==> config.mk <==
export PLATFORM = sky130hd
export DESIGN_NAME = varredura_display
export DESIGN_NICKNAME = d
export VERILOG_FILES = /design/src/rtl/varredura_display.sv
export SDC_FILE = /design/constraint.sdc
export NUM_CORES = 1
export LEC_CHECK = 0
export ABC_AREA = 1
export CAP_MARGIN = 30
export CORE_MARGIN = 2
export CORE_UTILIZATION = 54
export CTS_BUF_LIST = sky130_fd_sc_hd__clkbuf_2 sky130_fd_sc_hd__clkbuf_4 sky130_fd_sc_hd__clkbuf_8
export DETAILED_ROUTE_END_ITERATION = 12
export PLACE_DENSITY = 0.84
export SYNTH_ARGS = -nofsm -noshare
export SYNTH_HDL_FRONTEND = slang
export SYNTH_SLANG_ARGS = --single-unit
==> constraint.sdc <==
create_clock -name clk -period 1.85 [get_ports clk]
set_clock_uncertainty 0.1 [all_clocks]
set_input_delay 0.37 -clock clk [delete_from_list [all_inputs] [get_ports clk]]
set_output_delay 0.37 -clock clk [all_outputs]
set_load 0.01 [all_outputs]
==> src/rtl/varredura_display.sv <==
// Multiplexed 7-segment display scanner: one digit slot per DIV clocks, one-cycle
// dead time per slot, registered outputs. Define SUPRIME_ZEROS_EN for leading-zero blanking.
module varredura_display #(
    parameter TIPO  = "AC",
    parameter int N_DIG = 4,
    parameter int DIV   = 50000
) (
    input  logic                 clk,
    input  logic                 reset,
    input  logic [4*N_DIG-1:0]   entra,
    input  logic [N_DIG-1:0]     ponto,
    input  logic                 apaga,
    output logic [7:0]           sai,
    output logic [N_DIG-1:0]     dig
);

    localparam int CNT_W = $clog2(DIV);
    localparam int IDX_W = (N_DIG > 1) ? $clog2(N_DIG) : 1;

    localparam logic IS_CC = (TIPO == "CC");
    localparam logic IS_AC = (TIPO == "AC");

    // Inactive levels: CC turns digits off with 1s, AC turns segments off with 1s.
    localparam logic [7:0]       SAI_OFF = IS_AC ? 8'hFF : 8'h00;
    localparam logic [N_DIG-1:0] DIG_OFF = {N_DIG{IS_CC}};

    logic [CNT_W-1:0] cnt;
    logic [IDX_W-1:0] idx;
    logic [7:0]       sai_d;
    logic [N_DIG-1:0] dig_d;

    // Active-high (common cathode) glyphs; bit0..bit6 = a..g.
    function automatic logic [6:0] decode(input logic [3:0] nib);
        logic [6:0] g;
        case (nib)
            4'h0: g = 7'h3F;
            4'h1: g = 7'h06;
            4'h2: g = 7'h5B;
            4'h3: g = 7'h4F;
            4'h4: g = 7'h66;
            4'h5: g = 7'h6D;
            4'h6: g = 7'h7D;
            4'h7: g = 7'h07;
            4'h8: g = 7'h7F;
            4'h9: g = 7'h6F;
            4'hA: g = 7'h77;
            4'hB: g = 7'h7C;
            4'hC: g = 7'h39;
            4'hD: g = 7'h5E;
            4'hE: g = 7'h79;
            default: g = 7'h71;
        endcase
        return g;
    endfunction

    always_comb begin
        logic [7:0]       seg;
        logic [N_DIG-1:0] on;
`ifdef SUPRIME_ZEROS_EN
        logic             hi_zero;
`endif
        // NOTE: every output of this block gets a default first, so no path can
        // leave it unassigned and infer a latch.
        sai_d = 8'h00;
        dig_d = '0;
        seg   = {ponto[idx], decode(entra[idx*4 +: 4])};
`ifdef SUPRIME_ZEROS_EN
        hi_zero = 1'b1;
        for (int k = 0; k < N_DIG; k++) begin
            if (k >= int'(idx) && entra[4*k +: 4] != 4'h0)
                hi_zero = 1'b0;
        end
        // Digit 0 is never blanked so a zero value still reads "0"; dp stays live.
        if (hi_zero && idx != '0)
            seg[6:0] = 7'h00;
`endif
        if (apaga)
            seg = 8'h00;

        // Dead cycle at the start of every slot keeps the previous digit from ghosting.
        on = '0;
        if (N_DIG > 1 && cnt != '0)
            on[idx] = 1'b1;

        if (IS_CC) begin
            sai_d = seg;
            dig_d = ~on;
        end else if (IS_AC) begin
            sai_d = ~seg;
            dig_d = on;
        end
    end

    always_ff @(posedge clk or posedge reset) begin
        if (reset) begin
            cnt <= '0;
            idx <= '0;
            sai <= SAI_OFF;
            dig <= DIG_OFF;
        end else begin
            // NOTE: non-blocking assignments so every register here samples the
            // pre-edge values of cnt and idx, giving the one-cycle output latency.
            sai <= sai_d;
            dig <= dig_d;
            if (cnt == CNT_W'(DIV - 1)) begin
                cnt <= '0;
                idx <= (idx == IDX_W'(N_DIG - 1)) ? '0 : idx + 1'b1;
            end else begin
                cnt <= cnt + 1'b1;
            end
        end
    end

endmodule

== Yosys cells after proc, flatten, opt, wreduce, memory -nomap -nowiden ==
Memories as Yosys holds them, arrays and structs flattened.
Cells that the tools add are included.
Storage, ports and cells
  register bits after elaboration: 30
  bits in read-only memories: 112
  input port bits: 23
  output and inout bits: 12
  memories: 1
Memories
  (name not given): words 16, width 7, rd ports 1, clocked after Yosys merged registers in 0, write ports 0, RTL line 35  | case (nib)
Cells by class
  $add $sub $neg: 2
  order comparisons: 2
  equal/unequal tests: 2
  shift operators: 1
  muxes and demuxes: 8
  bitwise gates (word level): 1
  reductions and logical operators: 2
Operator list (count)
  16-bit by 1-bit adder with 16-bit output, second input constant: 1
  16-bit equality test, second input constant: 1
  16-bit 2-to-1 mux: 1
  16-bit nonzero test: 1
  16-bit by 5-bit indexed part select with 4-bit output: 1
  8-bit 2-to-1 mux: 1
  8-bit NOT: 1
  4-bit 2-to-1 mux: 1
  2-bit by 3-bit less-than comparator with 1-bit output, second input constant: 1
  2-bit by 1-bit adder with 2-bit output, second input constant: 1
  1-bit binary-select mux with 2-bit select: 1
  1-bit demux with 2-bit select: 1
  2-bit equality test, second input constant: 1
  2-bit by 1-bit greater-or-equal comparator with 1-bit output, second input constant: 1
  1-bit 2-to-1 mux: 2
  2-bit 2-to-1 mux: 1
  1-bit logical AND: 1

== Longest topological paths before layout ==
  depth in word-level cells: 5
  depth in mapped cells: 11
  depth with buffers taken out: 10

== Worst setup path before layout ==
No wires, ideal clock.
  path type: register to register
  from: reg idx[0]
  to: reg sai[3]
  setup time: 0.084 ns
  arrival time: 1.467 ns
  required time: 1.666 ns
  slack: 0.199 ns
  cell stages (with the launch flop): 11
  buffers on the path: 1
  period minus slack after synthesis: 1.651 ns
  cell sequence: dfrtp_1 -> inv_2 -> buf_4 -> nand2_1 -> nand3_1 -> nand2_2 -> inv_1 -> ha_1 -> nand3b_1 -> nand3_1 -> nand3_1
Between the ends
  longest elaborated chain between the ends: 4
Ends and longest elaborated chain
  start: declaration: RTL line 28  | logic [IDX_W-1:0] idx;
  start signal: assignment: RTL line 107  | idx <= (idx == IDX_W'(N_DIG - 1)) ? '0 : idx + 1'b1;
  16-bit by 5-bit indexed part select with 4-bit output: RTL line 66  | seg = {ponto[idx], decode(entra[idx*4 +: 4])};
  memory read 16 x 7 bit
  8-bit 2-to-1 mux: RTL line 77  | if (apaga)
  8-bit NOT: RTL line 89  | sai_d = ~seg;
  via sai_d[3]: RTL line 29  | logic [7:0] sai_d;
  end signal: assignment: RTL line 103  | sai <= sai_d;
  end: declaration: RTL line 13  | output logic [7:0] sai,
The timed path passes the listed nets, and every way through them passes these cells.
A chain may end at the register's enable or synchronous reset.

== Worst setup path in the final report ==
  from: reg idx[0]
  to: reg sai[5]
Same word-level chain as after synthesis.

==> metrics.cfg <==
[power_and_ir_drop]
p_total_mw=1.27
power_frac_seq_pct=53.7
power.internal_mw=0.961
p_comb_share_pct=12.6
power.density_nw_per_um2=532
power.switching_mw=0.308
switching_share_pct=24.3
p_leak_nw=1.18
p_clk_share_pct=33.7
vdd_drop_max_mv=0.289

[yosys]
ys_ff_latch=30
synth_nets=280
synth_largest_area_cell=dfrtp_1
synth_top_area_share_pct=29.5
yosysWarnings=0
synth_cell_types=28
seq_area_frac_synth_pct=40.8
syn_area_sq_um=1870
syn_avg_cell_area_sq_um=7.61
synthTopCellsByArea=dfrtp_1 (30%), dfstp_2 (11%), nand2_1 (11%), nand3_1 (9.1%), ha_1 (8.0%)
syn_inst=245

[global_routing]
overflow=0
grt_pass1_vias=1636
grt_pass1_wl_mm=7.00
grt_max_degree=23
grt_antenna_before_repair=0
track_usage_pct=22.6

[layout]
instances_no_fill=339
area_delta_synth_final_pct=27.8
final_common_cell=nand2_1
final_cell_mix=nand2_1 (55), nor2_1 (36), nand3_1 (34)
layout-drive-gt1-share_pct=14.0
nFillCells=299
layout.nets=327
diodes=0

[die]
initial_utilization_pct=55.9
core_area_sq_um=3340
die_h_um=62.8
rows=21
dieWidth_um=62.8
die-area_sq_um=3940
boundaryPins=35

[timing]
worstMarginPinSlew_ns=0.370
hold_viol_final=0
rsz0062_at_grt=false
relSlewSlack_pct=75.3
timing.fmax_mhz=585
min_period_ns=1.71
slew_viol_final=0
period_share_pct=92.5
setup_violations=0

[drt]
drtIter0Drc=70
postRouteAntennaNets=0
vias_per_cell=5.04
dr.pass1.iters=4
avgRoutedWirePerCell_um=11.9
vias=1709
drt-total-wl_mm=4.02
drc_errors=0

[worst_setup_path]
critPathMaxFanout=12
crit_arrival_ns=1.87
crit_path_start_kind=flop
critical_path_class=flop to flop
cp.required_ns=2.01
endpoint_kind=flop

[placement]
port_buffers=34
dp.cells=331
routabilityCongestion=0.899
dp_hpwl_mm=3.15

[clock_network]
cts_setup_buffers=0
cts_buffers=5
clock_sinks=30
clk_pin_slew_ns=0.10
cts_buffer_depth=2
clock_latency_ns=0.33
cts_root_buf=clkbuf_4
htreeDepth=2
cts_tree=built

[flow_run]
max-cap-violations=0

[status]
outcome=complete, no violations

[hold_path]
hp-class=flop to flop

sequential cells by signal (all words and copies together), names as in the netlist:
signal  cells
dig         4
idx         2
sai         8
cnt        16
power by group through the flow:
stage / Sequential [mW] / Clock (mW) / Combinational (mW)
finish: 0.681 / 0.428 / 0.161
floorplan: 0.701 / 0 / 0.0643
global placement: 0.693 / 0 / 0.169
detailed placement: 0.694 / 0 / 0.171
CTS: 0.681 / 0.433 / 0.162
global route: 0.683 / 0.457 / 0.180
area by class of cell:
| cell class | count | area [sq um] | area share, % |
|---|---|---|---|
| repair buffers | 43 | 423 | 17.7 |
| multi-input cells | 179 | 955 | 40.1 |
| well taps | 46 | 57.6 | 2.41 |
| inverters | 33 | 124 | 5.20 |
| clock buffers | 7 | 58.8 | 2.47 |
| flip-flops and latches | 30 | 761 | 31.9 |
| clock inverters | 1 | 5.00 | 0.210 |
stage by stage:
step / instance area, sq um / TNS (ns) / hold WS, ns / util [%] / setup slack (ns)
floorplan: 1870 / 0 / 0.351 / - / 0.199
global placement: 2330 / -0.0570 / 0.374 / 69.8 / -0.0266
detailed placement: 2330 / -0.312 / 0.377 / 69.8 / -0.0917
CTS: 2380 / 0 / 0.391 / 71.4 / 0.138
global route: 2380 / 0 / 0.436 / 71.4 / 0.00147
finish: 2380 / 0 / 0.393 / 71.4 / 0.139
critical path, cell delays in order (launching register included):
cell and delay (ns):
dfrtp_1 0.44, buf_4 0.21, nand2_1 0.07, nand3_1 0.08
nand2_2 0.11, inv_1 0.08, ha_1 0.19, nand3b_1 0.19
nand3_1 0.11, nand3_1 0.07
cell usage after synthesis (all sizes together):
library cell  instances
ha                   12
nand4                 3
nand2                61
dfrtp                22
buf                   3
xor2                  8
a21oi                 1
o22ai                 1
xnor2                 1
nand3                35
and2                  1
nor2                 38
or2                   2
o21ai                 8
dfstp                 8
nand3b                2
nor3                  5
a31oi                 1
inv                  33
cells by family after synthesis:
group                      share of synthesized area, %
adders and majority gates                          8.05
AOI/OAI and AO/OA                                  3.49
buffers and inverters                              8.05
and+or+nand+nor                                    35.4
DFF                                                40.8
xor gates and xnor gates                           4.23
final timing paths:
check	endpoint	start	slack (ns)	cells past startpoint
max in group asynchronous	cnt[13]$_DFF_PP0_	reset	1.01	3
min in group asynchronous	sai[2]$_DFF_PP1_	reset	0.48	2
setup reg to reg	sai[5]$_DFF_PP1_	idx[0]$_DFFE_PP0N_	0.14	9
hold reg to reg	cnt[0]$_DFF_PP0_	cnt[0]$_DFF_PP0_	0.39	1
hold / removal	cnt[0]$_DFF_PP0_	cnt[0]$_DFF_PP0_	0.39	1
setup / recovery	sai[5]$_DFF_PP1_	idx[0]$_DFFE_PP0N_	0.14	9
timing repair:
action | in CTS | in global routing
hold buffers | 0 | 0
resized for setup | 8 | 0
setup endpoints to repair | 8 | 0
per-layer routing:
metal / share of wire [%] / vias to the layer above / track usage, %
li1: - / 868 / -
met5: 0 / - / 0
met3: 3.4 / 3 / 3.24
met1: 44 / 796 / 27.3
met4: 0.62 / 0 / 7.50
met2: 52 / 42 / 41.3
Power figures use the tool's default switching activity.
